<file path="src/rtl/semaforo_pkg.sv">
// Shared state encodings and default phase durations for the timed traffic light.
package semaforo_pkg;

    typedef enum logic [1:0] {
        S_VERDE    = 2'b00,
        S_AMARELO  = 2'b01,
        S_VERMELHO = 2'b10,
        S_PISCA    = 2'b11
    } estado_t;

    localparam int T_VERDE_MIN_DEF = 8;
    localparam int T_AMARELO_DEF   = 3;
    localparam int T_VERMELHO_DEF  = 6;
    localparam int T_PISCA_DEF     = 4;
    localparam int CNT_W_DEF       = 8;

endpackage

</file>
<file path="src/rtl/semaforo_temporizado_temporizador.sv">
// Phase timer: clear on state change, optional saturate or wrap at the limit,
// terminal-count flag compares the current count against the limit.
module temporizador #(
    parameter int CNT_W = 8
) (
    input  logic             clk,
    input  logic             res,
    input  logic             clr_i,
    input  logic             sat_i,
    input  logic             wrap_i,
    input  logic [CNT_W-1:0] lim_i,
    output logic [CNT_W-1:0] cnt_o,
    output logic             tc_o
);

    logic [CNT_W-1:0] cnt_q;
    logic [CNT_W-1:0] cnt_d;

    assign tc_o  = (cnt_q == lim_i);
    assign cnt_o = cnt_q;

    always_comb begin
        cnt_d = cnt_q + CNT_W'(1);
        if (clr_i) begin
            cnt_d = '0;
        end else if (tc_o && wrap_i) begin
            cnt_d = '0;
        end else if (tc_o && sat_i) begin
            cnt_d = cnt_q;
        end
    end

    always_ff @(posedge clk) begin
        if (res) begin
            cnt_q <= '0;
        end else begin
            cnt_q <= cnt_d;
        end
    end

endmodule

</file>
<file path="src/rtl/semaforo_temporizado.sv">
// Timed traffic light with pedestrian request and night blinking-amber mode.
// Lamps are registered from the next state so they always agree with ESTADO.
module semaforo_temporizado
    import semaforo_pkg::*;
#(
    parameter int T_VERDE_MIN = T_VERDE_MIN_DEF,
    parameter int T_AMARELO   = T_AMARELO_DEF,
    parameter int T_VERMELHO  = T_VERMELHO_DEF,
    parameter int T_PISCA     = T_PISCA_DEF,
    parameter int CNT_W       = CNT_W_DEF
) (
    input  logic       clk,
    input  logic       res,
    input  logic       CAR,
    input  logic       PED,
    input  logic       NOITE,
    output logic       VERDE,
    output logic       AMARELO,
    output logic       VERMELHO,
    output logic       PED_VERDE,
    output logic [1:0] ESTADO
);

    localparam logic [CNT_W-1:0] LIM_V = CNT_W'(T_VERDE_MIN - 1);
    localparam logic [CNT_W-1:0] LIM_A = CNT_W'(T_AMARELO - 1);
    localparam logic [CNT_W-1:0] LIM_R = CNT_W'(T_VERMELHO - 1);
    localparam logic [CNT_W-1:0] LIM_P = CNT_W'(T_PISCA - 1);

    estado_t          state_q, state_d;
    logic             ped_pend_q, ped_pend_d;
    logic             blink_q, blink_d;
    logic             verde_q, amarelo_q, vermelho_q, ped_verde_q;
    logic [CNT_W-1:0] lim;
    logic [CNT_W-1:0] cnt;
    logic             tc;

    always_comb begin
        lim = LIM_V;
        case (state_q)
            S_VERDE:    lim = LIM_V;
            S_AMARELO:  lim = LIM_A;
            S_VERMELHO: lim = LIM_R;
            S_PISCA:    lim = LIM_P;
            default:    lim = LIM_V;
        endcase
    end

    temporizador #(
        .CNT_W (CNT_W)
    ) u_temporizador (
        .clk    (clk),
        .res    (res),
        .clr_i  (state_d != state_q),
        .sat_i  (state_q == S_VERDE),
        .wrap_i (state_q == S_PISCA),
        .lim_i  (lim),
        .cnt_o  (cnt),
        .tc_o   (tc)
    );

    always_comb begin
        state_d    = state_q;
        blink_d    = 1'b0;
        ped_pend_d = ped_pend_q;
        case (state_q)
            S_VERDE: begin
                if (NOITE) begin
                    state_d = S_PISCA;
                end else if ((cnt >= LIM_V) && (CAR || ped_pend_q)) begin
                    state_d = S_AMARELO;
                end
            end
            S_AMARELO: begin
                // Night mode never cuts amber short; it only redirects the exit.
                if (tc) begin
                    state_d = NOITE ? S_PISCA : S_VERMELHO;
                end
            end
            S_VERMELHO: begin
                if (NOITE) begin
                    state_d = S_PISCA;
                end else if (tc) begin
                    state_d = S_VERDE;
                end
            end
            S_PISCA: begin
                if (!NOITE) begin
                    state_d = S_VERMELHO;
                end
            end
            default: state_d = S_VERDE;
        endcase

        if (state_d == S_PISCA) begin
            if (state_q != S_PISCA) begin
                blink_d = 1'b1;
            end else begin
                blink_d = tc ? ~blink_q : blink_q;
            end
        end

        // Entering red serves the request, and that takes priority over a new one.
        if ((state_d == S_VERMELHO) && (state_q != S_VERMELHO)) begin
            ped_pend_d = 1'b0;
        end else if (PED && (state_q != S_VERMELHO)) begin
            ped_pend_d = 1'b1;
        end
    end

    always_ff @(posedge clk) begin
        if (res) begin
            state_q     <= S_VERDE;
            ped_pend_q  <= 1'b0;
            blink_q     <= 1'b0;
            verde_q     <= 1'b1;
            amarelo_q   <= 1'b0;
            vermelho_q  <= 1'b0;
            ped_verde_q <= 1'b0;
        end else begin
            state_q     <= state_d;
            ped_pend_q  <= ped_pend_d;
            blink_q     <= blink_d;
            verde_q     <= (state_d == S_VERDE);
            amarelo_q   <= (state_d == S_AMARELO) || ((state_d == S_PISCA) && blink_d);
            vermelho_q  <= (state_d == S_VERMELHO);
            ped_verde_q <= (state_d == S_VERMELHO);
        end
    end

    assign VERDE     = verde_q;
    assign AMARELO   = amarelo_q;
    assign VERMELHO  = vermelho_q;
    assign PED_VERDE = ped_verde_q;
    assign ESTADO    = state_q;

endmodule

</file>
<file path="config.mk">
export PLATFORM = sky130hd
export DESIGN_NAME = semaforo_temporizado
export DESIGN_NICKNAME = d
export VERILOG_FILES = /design/src/rtl/semaforo_pkg.sv /design/src/rtl/semaforo_temporizado_temporizador.sv /design/src/rtl/semaforo_temporizado.sv
export SDC_FILE = /design/constraint.sdc
export NUM_CORES = 1
export LEC_CHECK = 0
export ABC_AREA = 1
export CAP_MARGIN = 10
export CORE_MARGIN = 1
export CORE_UTILIZATION = 35
export CTS_CLUSTER_DIAMETER = 200
export DETAILED_ROUTE_END_ITERATION = 12
export GPL_ROUTABILITY_DRIVEN = 0
export PLACE_DENSITY_LB_ADDON = 0.1
export SETUP_SLACK_MARGIN = 0.2
export SLEW_MARGIN = 20
export SYNTH_ARGS = -nofsm -noshare
export SYNTH_HDL_FRONTEND = slang
export SYNTH_SLANG_ARGS = --single-unit
</file>
<file path="constraint.sdc">
create_clock -name clk -period 1.6 [get_ports clk]
set_input_delay 0.32 -clock clk [delete_from_list [all_inputs] [get_ports clk]]
set_output_delay 0.32 -clock clk [all_outputs]
set_load 0.1 [all_outputs]
</file>
==> results of run 1 <==
[sequential cells by signal (all words and copies together), names as in the netlist]
name,count
ESTADO,2
AMARELO,1
VERDE,1
u_temporizador.cnt_o,8
ped_pend_q,1
blink_q,1
PED_VERDE,1
[cell usage in the layout (no fill, tap or decap)]
cell type | synthesis | routed
dfxtp_2 | 0 | 4
nand2_4 | 2 | 2
inv_4 | 0 | 1
nand4_1 | 1 | 1
clkdlybuf4s50_1 | 0 | 4
nor3_1 | 6 | 4
clkbuf_4 | 0 | 3
nand2_2 | 2 | 7
nor3_2 | 0 | 2
buf_12 | 0 | 6
inv_2 | 2 | 3
a21oi_2 | 0 | 3
o21ai_0 | 3 | 1
nor2_1 | 21 | 16
nand3_4 | 2 | 2
dfxtp_4 | 0 | 3
nor2_4 | 1 | 1
inv_1 | 22 | 20
a21oi_1 | 4 | 1
o21ai_1 | 0 | 2
nor2_2 | 0 | 5
dfxtp_1 | 15 | 8
nand2_1 | 21 | 16
ha_4 | 0 | 1
or2_2 | 1 | 1
nand3_2 | 0 | 3
nand3_1 | 8 | 5
clkinvlp_4 | 0 | 1
xor2_1 | 6 | 6
buf_6 | 0 | 2
buf_4 | 1 | 8
[worst paths after layout]
check                                        startpoint                 endpoint  slack, ps
worst max-delay path            u_temporizador.cnt_o[0]  u_temporizador.cnt_o[6]        130
worst min-delay path            u_temporizador.cnt_o[4]  u_temporizador.cnt_o[4]        550
worst max register to register  u_temporizador.cnt_o[0]  u_temporizador.cnt_o[6]        130
worst min register to register  u_temporizador.cnt_o[4]  u_temporizador.cnt_o[4]        550
[metrics by stage]
stage,hold slack (ps),setup WS (ps)
finish,551,130
global route,579,77.1
CTS,550,169
detailed placement,534,-18.6
global placement,517,-31.3
floorplan,391,39.3
[area by class of cell]
| type | instances | area, µm² |
|---|---|---|
| Tap cell | 28 | 35.0 |
| Sequential cell | 15 | 317 |
| Fill cell | 215 | 1020 |
| Clock inverter | 1 | 7.51 |
| Multi-Input combinational cell | 79 | 495 |
| Clock buffer | 3 | 22.5 |
| Timing Repair Buffer | 20 | 243 |
| Inverter | 24 | 92.6 |
[report_power, final]
part	switching [W]	total [W]	leakage, nW	internal [W]
registers	0.0000216	0.000414	0.127	0.000392
clock network	0.000146	0.000241	0.0139	0.0000952
logic	0.000194	0.000313	0.392	0.000119
total	0.000361	0.000968	0.533	0.000607
[repair_timing]
item	4_1_cts	5_1_grt
gates resized for setup	13	17
buffers inserted	3	2
pin swaps	6	14
setup endpoints to repair	12	16
gates cloned	0	0
[layer usage]
metal / track usage, % / wire length [µm]
met5: 0 / 0
met4: 5.56 / 22
met3: 5.65 / 75
met2: 25.7 / 829
met1: 20.1 / 972
[cell families after synthesis]
family	count (synthesis)	synth area share, %
AND/OR/NAND/NOR	65	38.4
buffers and inverters	27	13.9
flip-flops	15	35.8
AO/OA/AOI/OAI	7	4.18
XOR/XNOR	6	6.27
adder cells (fa/ha/maj)	1	1.49
[worst reg2reg max path, delay by kind of cell, from the launching register on]
kind | cells | cell delay, ps
xor gates and xnor gates | 1 | 230
adders and majority gates | 1 | 140
buffers and inverters | 2 | 200
DFF | 1 | 380
and+or+nand+nor | 3 | 410
==> out/qor.csv, run 1 <==
metric,value,unit
Antenna diodes,0,
largest net degree at the start of global routing,11,
crit-path max cell delay,380,ps
"Async S/R FF share, synth",0,%
syn nets,127,
top_reg_cell synth,dfxtp_1,
cells taking the most area after synthesis,"dfxtp_1 36%, inv_1 9.9%, nand2_1 9.4%",
clk slew on worst S/H paths,110,ps
final setup fails,0,
Seq cells post-synth,15,
worst skew pair latency,300,ps
first-pass GRT wire length,3050,µm
Fmax,0.680,GHz
via count,769,
dpl hpwl,1350,µm
"count leader, synth",inv_1,
final setup TNS,0,ps
synth-to-layout area growth,44.6,%
Die Width,50.9,µm
most common cell type on the critical path,buf_4,
row count,17,
Worst EP required,1790,ps
grt ovf,0,
antenna-violating nets left,0,
Root Buffer,clkbuf_4,
Area after DPL,1060,µm²
Hold Path Class,flip-flop to flip-flop,
Routed Wire Length,1900,µm
pwr/cell area,799,nW/µm²
routed len/inst,11.2,µm
total CTS buffers,3,
TritonRoute pass-1 iters,3,
DRC Markers,0,
critical-path cell list,ha_4 -> buf_4 -> buf_4 -> nand3_1 -> nor3_1 -> xor2_1 -> nor2_2,
Syn Std Cell Area,838,µm²
Initial Utilization,37.5,%
synth warn,0,
critical path buffer and inverter count,2,
Least-Margin Pin Slew,237,ps
family with the most delay on the worst path,simple AND/OR/NAND/NOR gates,
H-tree levels,1,
vias per cell,4.52,
Nets,149,
Yosys cell types,20,
Cells after Synth,121,
peak supply drop,0.000795,V
# placed instances,161,
max-slew violation count,0,
final hold vios,0,
Total Power,0.000968,W
boundary pin count,11,
DR iter-0 viols,10,
vias in the first global route,698,
GRT Util Overall,16.2,%
Clock Tree Buf Depth,2,
hold path depth,2,
kind of critical path,flip-flop to flip-flop,
final std cells w/o fill,170,
Post-synth EDFFs,0,
sequential share of the synthesized area,35.8,%
final instance area,1210,µm²
post-synth top area cell,dfxtp_1,
status,completed,
Worst Setup Start Kind,flip-flop,
Leak Pwr,0.533,nW
Rel. slew slack,84.1,%
depth of the most critical reg-to-reg path,7,
Die ar.,2590,µm²
slowest cell on the critical path,dfxtp_4,
Critical Path Fanout Max,3,
hold bufs inserted after CTS,0,
Worst path depth,7,
chip height,50.9,µm
number of buffers added on ports,10,
Worst Skew,7.77,ps
syn_area_per_cell,6.93,µm²
final core occ,54.3,%
crit end category,flip-flop,
CTS tree,done,
Tcrit/Tclk final,91.9,%
core area,2230,µm²
initial antenna violation count,0,
"Arr. time, crit path",1660,ps
RSZ-0062 raised after global routing,yes,
commonest cells in the synthesized netlist,"22 x inv_1, 21 x nand2_1, 21 x nor2_1, 15 x dfxtp_1, 8 x nand3_1",
fin crit period,1470,ps
max-cap violation count,0,
Sink Count,15,
Synth top area share,35.8,%
ratio of cells with drive above 1 in the final layout,40.8,%
No activity file was read; power rests on OpenSTA's default activity.
==> run 2, diff against run 1 <==
--- a/config.mk
+++ b/config.mk
@@ -7,11 +7,14 @@
 export LEC_CHECK = 0
 export ABC_AREA = 1
 export CAP_MARGIN = 10
+export CELL_PAD_IN_SITES_DETAIL_PLACEMENT = 1
+export CELL_PAD_IN_SITES_GLOBAL_PLACEMENT = 1
 export CORE_MARGIN = 1
 export CORE_UTILIZATION = 35
 export CTS_CLUSTER_DIAMETER = 200
 export DETAILED_ROUTE_END_ITERATION = 12
 export GPL_ROUTABILITY_DRIVEN = 0
+export GPL_TIMING_DRIVEN = 0
 export PLACE_DENSITY_LB_ADDON = 0.1
 export SETUP_SLACK_MARGIN = 0.2
 export SLEW_MARGIN = 20
==> constraint.sdc (replaced) <==
create_clock -name clk -period 1.6 [get_ports clk]
set_input_delay 0.24 -clock clk [delete_from_list [all_inputs] [get_ports clk]]
set_output_delay 0.24 -clock clk [all_outputs]
set_load 0.1 [all_outputs]
==> out/qor.csv, run 2 (synthesis gave the netlist of run 1 again) <==
metric,value,unit,change
status,completed,,
chip height,50.9,µm,unchanged
Seq pwr share,43.8,%,+1.0 points
Antenna diodes,0,,unchanged
kind of critical path,flip-flop to flip-flop,,
antenna-violating nets left,0,,unchanged
Leak Pwr,0.543,nW,+2.0%
DRC Markers,0,,unchanged
Nets,151,,+1.3%
final setup TNS,0,ps,unchanged
final instance area,1190,µm²,-2.1%
CTS tree,done,,
max-cap violation count,0,,unchanged
Least-Margin Pin Slew,511,ps,+274 ps
max-slew violation count,0,,unchanged
Hold Path Class,flip-flop to flip-flop,,
total CTS buffers,3,,unchanged
Worst EP required,1810,ps,+20 ps
hold bufs inserted after CTS,0,,unchanged
fin crit period,1550,ps,+83.0 ps
synth-to-layout area growth,41.6,%,
Fmax,0.644,GHz,-5.3%
sw frac,37.8,%,+0.46 points
TritonRoute pass-1 iters,4,,+1
Worst Setup Start Kind,flip-flop,,
Area after DPL,985,µm²,-6.8%
grt ovf,0,,unchanged
row count,17,,unchanged
depth of the most critical reg-to-reg path,11,,+4
clk slew on worst S/H paths,100,ps,about the same
dpl hpwl,1400,µm,+4.0%
Logic pwr share,32.3,%,about the same
initial antenna violation count,0,,unchanged
first-pass GRT wire length,3100,µm,+1.6%
Critical Path Fanout Max,8,,+5
Root Buffer,clkbuf_4,,
boundary pin count,11,,unchanged
DR iter-0 viols,15,,+5
Rel. slew slack,66.3,%,-18 points
final hold vios,0,,unchanged
crit end category,flip-flop,,
Worst Skew,11.1,ps,+3.28 ps
routed len/inst,13.5,µm,+21%
Clock Tree Buf Depth,2,,unchanged
Tcrit/Tclk final,97.1,%,+5.2 points
vias per cell,4.72,,+4.4%
hold_ws,549,ps,-2.17 ps
core area,2230,µm²,unchanged
Routed Wire Length,2320,µm,+22%
Sink Count,15,,unchanged
RSZ-0062 raised after global routing,yes,,
vias in the first global route,722,,+3.4%
number of buffers added on ports,10,,unchanged
"most common cell after layout, fill and taps aside",inv_1,,
worst skew pair latency,280,ps,-20 ps
Clock Power Share,23.8,%,-1.1 points
H-tree levels,1,,unchanged
P_int,0.000578,W,-4.8%
Die Width,50.9,µm,unchanged
GRT Util Overall,15.8,%,-0.35 points
Largest register FFs,8,,unchanged
final setup fails,0,,unchanged
ratio of cells with drive above 1 in the final layout,44.4,%,+3.6 points
most frequent cells in the layout,"20 x inv_1, 14 x nor2_1, 13 x nand2_1, 10 x dfxtp_1, 9 x buf_4",,
pwr/cell area,782,nW/µm²,-2.0%
hold path depth,3,,+1
Initial Utilization,37.5,%,unchanged
peak supply drop,0.000533,V,-33%
largest net degree at the start of global routing,10,,-1
final core occ,53.2,%,-1.1 points
Psw,0.000351,W,-2.9%
"Arr. time, crit path",1760,ps,+100 ps
via count,812,,+5.6%
Die ar.,2590,µm²,unchanged
-- run 2: cell count changes in the layout (fill, tap and decap cells not counted), sizes merged --
| cell | delta |
|---|---|
| buf | -3 |
| clkbuf | +3 |
| clkinv | +1 |
| clkinvlp | -1 |
| clkdlybuf4s18 | +2 |
-- run 2: critical path, cell delays in order, from the launching register on --
cell and delay, ps:
dfxtp_4 400, clkbuf_16 160, nand2_4 50, nand2_2 50, nand2_2 70, inv_2 70
nand3_4 100, nand2_1 90, nand2_1 90, nand3_2 90, nand3_4 150, nor2_1 150
-- run 2: repair_timing --
item	4_1_cts	5_1_grt
gates cloned	0	1
endpoints found under the hold margin	0	0
buffers inserted	3	5
pin swaps	5	16
endpoints found under the setup margin	20	18
resized for setup	35	31
-- run 2: final timing paths --
path	from	slack [ps]	endpoint
max reg2reg	ESTADO[0]	50	u_temporizador.cnt_o[1]
max	ESTADO[0]	50	u_temporizador.cnt_o[1]
min reg2reg	u_temporizador.cnt_o[7]	550	u_temporizador.cnt_o[7]
min	u_temporizador.cnt_o[7]	550	u_temporizador.cnt_o[7]
-- run 2: metrics by stage --
stage                     power (W)  setup slack (ps)  std cells
after floorplan            0.000606              39.3        121
after global placement     0.000660              -153        159
after detailed placement   0.000664              -157        159
after CTS                  0.000894              97.5        166
after global routing       0.000969             -65.8        172
final                      0.000929              46.9        172
-- run 2: power by group through the flow --
stage / Sequential [W] / Clock (W) / Combinational (W)
3_3_place_gp: 0.000416 / 0 / 0.000245
5_1_grt: 0.000410 / 0.000241 / 0.000318
4_1_cts: 0.000406 / 0.000231 / 0.000257
6_report: 0.000407 / 0.000221 / 0.000300
3_5_place_dp: 0.000417 / 0 / 0.000248
2_1_floorplan: 0.000494 / 0 / 0.000112
-- run 2: final cells by class --
type / count / area (µm²)
flip-flops and latches: 15 / 317
clock inverters: 1 / 5.00
well taps: 28 / 35.0
fillers: 293 / 1050
repair buffers: 19 / 154
multi-input cells: 79 / 524
plain buffers: 3 / 40.0
clock buffers: 3 / 22.5
inverters: 24 / 90.1
-- run 2: routing by layer --
layer | share of wire, % | up-vias | wire length (µm) | GRT usage (%)
met2 | 51 | 7 | 1180 | 26.5
met3 | 1.9 | 2 | 45 | 1.79
li1 | - | 412 | - | -
met5 | 0 | - | 0 | 0
met1 | 46 | 391 | 1080 | 20.6
met4 | 0.73 | 0 | 17 | 5.56
==> run 3, diff against run 2 <==
--- a/config.mk
+++ b/config.mk
@@ -14,7 +14,6 @@
 export CTS_CLUSTER_DIAMETER = 200
 export DETAILED_ROUTE_END_ITERATION = 12
 export GPL_ROUTABILITY_DRIVEN = 0
-export GPL_TIMING_DRIVEN = 0
 export PLACE_DENSITY_LB_ADDON = 0.1
 export SETUP_SLACK_MARGIN = 0.2
 export SLEW_MARGIN = 20
==> out/qor.csv, run 3 (synthesis gave the netlist of run 1 again) <==
metric,value,unit,change
Fmax,0.686,GHz,+6.6%
total CTS buffers,3,,unchanged
row count,17,,unchanged
max-slew violation count,0,,unchanged
worst setup path endpoint,u_temporizador.cnt_o[2],,
Hold Path Class,flip-flop to flip-flop,,
Antenna diodes,0,,unchanged
status,completed,,
hold path depth,3,,unchanged
"Arr. time, crit path",1650,ps,-110 ps
# placed instances,160,,+0.63%
Clock Power Share,24.0,%,+0.2 points
final setup TNS,0,ps,unchanged
CTS tree,done,,
boundary pin count,11,,unchanged
fin crit period,1460,ps,-95.5 ps
pwr/cell area,798,nW/µm²,+2.1%
number of buffers added on ports,10,,unchanged
area of the multi-input gates,510,µm²,-2.6%
Critical Path Fanout Max,8,,unchanged
peak supply drop,0.000775,V,+46%
P_int,0.000617,W,+6.8%
kind of critical path,flip-flop to flip-flop,,
RSZ-0062 raised after global routing,yes,,
Least-Margin Pin Slew,248,ps,-263 ps
Seq pwr share,42.4,%,-1.4 points
routed len/inst,13.6,µm,+0.65%
final hold vios,0,,unchanged
Worst Skew,8.90,ps,-2.15 ps
Rel. slew slack,83.4,%,+17 points
Setup crit start,u_temporizador.cnt_o[5],,
Psw,0.000369,W,+5.1%
worst reg-to-reg setup slack,140,ps,+100 ps
max-cap violation count,0,,unchanged
ratio of cells with drive above 1 in the final layout,44.4,%,-0.078 points
hold_ws,567,ps,+17.9 ps
FF-to-FF End,u_temporizador.cnt_o[2],,
GRT Util Overall,20.7,%,+4.9 points
Worst Setup Start Kind,flip-flop,,
initial antenna violation count,0,,unchanged
grt ovf,0,,unchanged
synth-to-layout area growth,47.3,%,
vias in the first global route,857,,+19%
TritonRoute pass-1 iters,4,,unchanged
H-tree levels,1,,unchanged
setup ws final,142,ps,+95.5 ps
most frequent cells in the layout,"21 x inv_1, 16 x nand2_1, 11 x nor2_1, 9 x nor2_2",,
largest net degree at the start of global routing,11,,+1
"most common cell after layout, fill and taps aside",inv_1,,
# fillers,275,,-6.1%
hold bufs inserted after CTS,0,,unchanged
Sink Count,15,,unchanged
Total Power,0.000986,W,+6.1%
Tcrit/Tclk final,91.1,%,-6.0 points
core area,2230,µm²,unchanged
Clock Tree Buf Depth,2,,unchanged
via count,805,,-0.86%
Routed Wire Length,2310,µm,-0.52%
Leak Pwr,0.537,nW,-1.2%
antenna-violating nets left,0,,unchanged
sw frac,37.4,%,-0.37 points
DR iter-0 viols,10,,-5
final std cells w/o fill,170,,-1.2%
final setup fails,0,,unchanged
chip height,50.9,µm,unchanged
dpl hpwl,1600,µm,+14%
worst r2r src,u_temporizador.cnt_o[5],,
first-pass GRT wire length,3820,µm,+23%
Die ar.,2590,µm²,unchanged
Largest register FFs,8,,unchanged
Place WS,10.3,ps,+167 ps
"Most Used Layer, Global Route",met2,,
depth of the most critical reg-to-reg path,10,,-1
vias per cell,4.74,,+0.30%
DRC Markers,0,,unchanged
worst skew pair latency,300,ps,+20 ps
crit end category,flip-flop,,
met3 usage,6.55,%,+4.8 points
Die Width,50.9,µm,unchanged
Worst EP required,1790,ps,-20 ps
clk slew on worst S/H paths,100,ps,about the same
Nets,149,,-1.3%
GR Util met1,21.6,%,+0.95 points
Logic pwr share,33.6,%,+1.3 points
Initial Utilization,37.5,%,unchanged
met2 global-route usage,38.6,%,+12 points
Register Area,315,µm²,-0.40%
Root Buffer,clkbuf_4,,
==> run 3: changes by cell type in the layout (fill, tap and decap cells not counted), sizes merged <==
cell,previous run,this run
buf,13,16
clkinv,1,0
clkinvlp,0,1
clkdlybuf4s18,2,0
clkbuf,6,3
==> run 3: cell type report <==
type | instances | share of cell area [%]
inverters | 24 | 7.90
well taps | 28 | 2.84
clock buffers | 3 | 1.82
multi-input cells | 79 | 41.3
clock inverters | 1 | 0.608
repair buffers | 20 | 20.0
flip-flops and latches | 15 | 25.5
==> run 3: how the worst min path moves through the flow <==
stage	start	endpoint	slack (ps)
after floorplan	res	PED_VERDE	310
after global placement	u_temporizador.cnt_o[7]	u_temporizador.cnt_o[7]	530
after detailed placement	u_temporizador.cnt_o[7]	u_temporizador.cnt_o[7]	540
after CTS	u_temporizador.cnt_o[7]	u_temporizador.cnt_o[7]	560
after global routing	u_temporizador.cnt_o[7]	u_temporizador.cnt_o[7]	600
final	u_temporizador.cnt_o[7]	u_temporizador.cnt_o[7]	570
==> run 3: power groups by stage <==
stage / Sequential (W) / Combinational (W) / Clock (W)
detailed placement: 0.000428 / 0.000275 / 0
finish: 0.000418 / 0.000332 / 0.000237
CTS: 0.000415 / 0.000311 / 0.000238
global route: 0.000420 / 0.000353 / 0.000254
floorplan: 0.000494 / 0.000112 / 0
global placement: 0.000427 / 0.000270 / 0
==> run 3: per-stage QoR <==
step	cell area (µm²)	utilization [%]
final	1230	55.3
after global routing	1230	55.3
after CTS	1170	52.4
after detailed placement	1050	46.9
after global placement	1050	46.9
after floorplan	850	-
==> run 3: what timing repair did <==
action / CTS / global route
buffers inserted: 5 / 1
pin swaps: 13 / 14
resized for setup: 19 / 18
endpoints found under the setup margin: 15 / 15
==> run 3: critical path, cell delays in order, from the launching register on <==
cell and delay [ps]:
dfxtp_1 370, nor2_2 140, nand2_2 100, inv_1 80, nand2_1 60, a21oi_2 190
nand2_4 80, nand2_2 60, nand2_2 50, nand3_4 140, nor2_1 70
==> run 3: layer usage <==
metal	routed length (µm)	share of wire, %
met5	0	0
met4	54	2.3
met3	71	3.1
met2	1230	53
met1	953	41
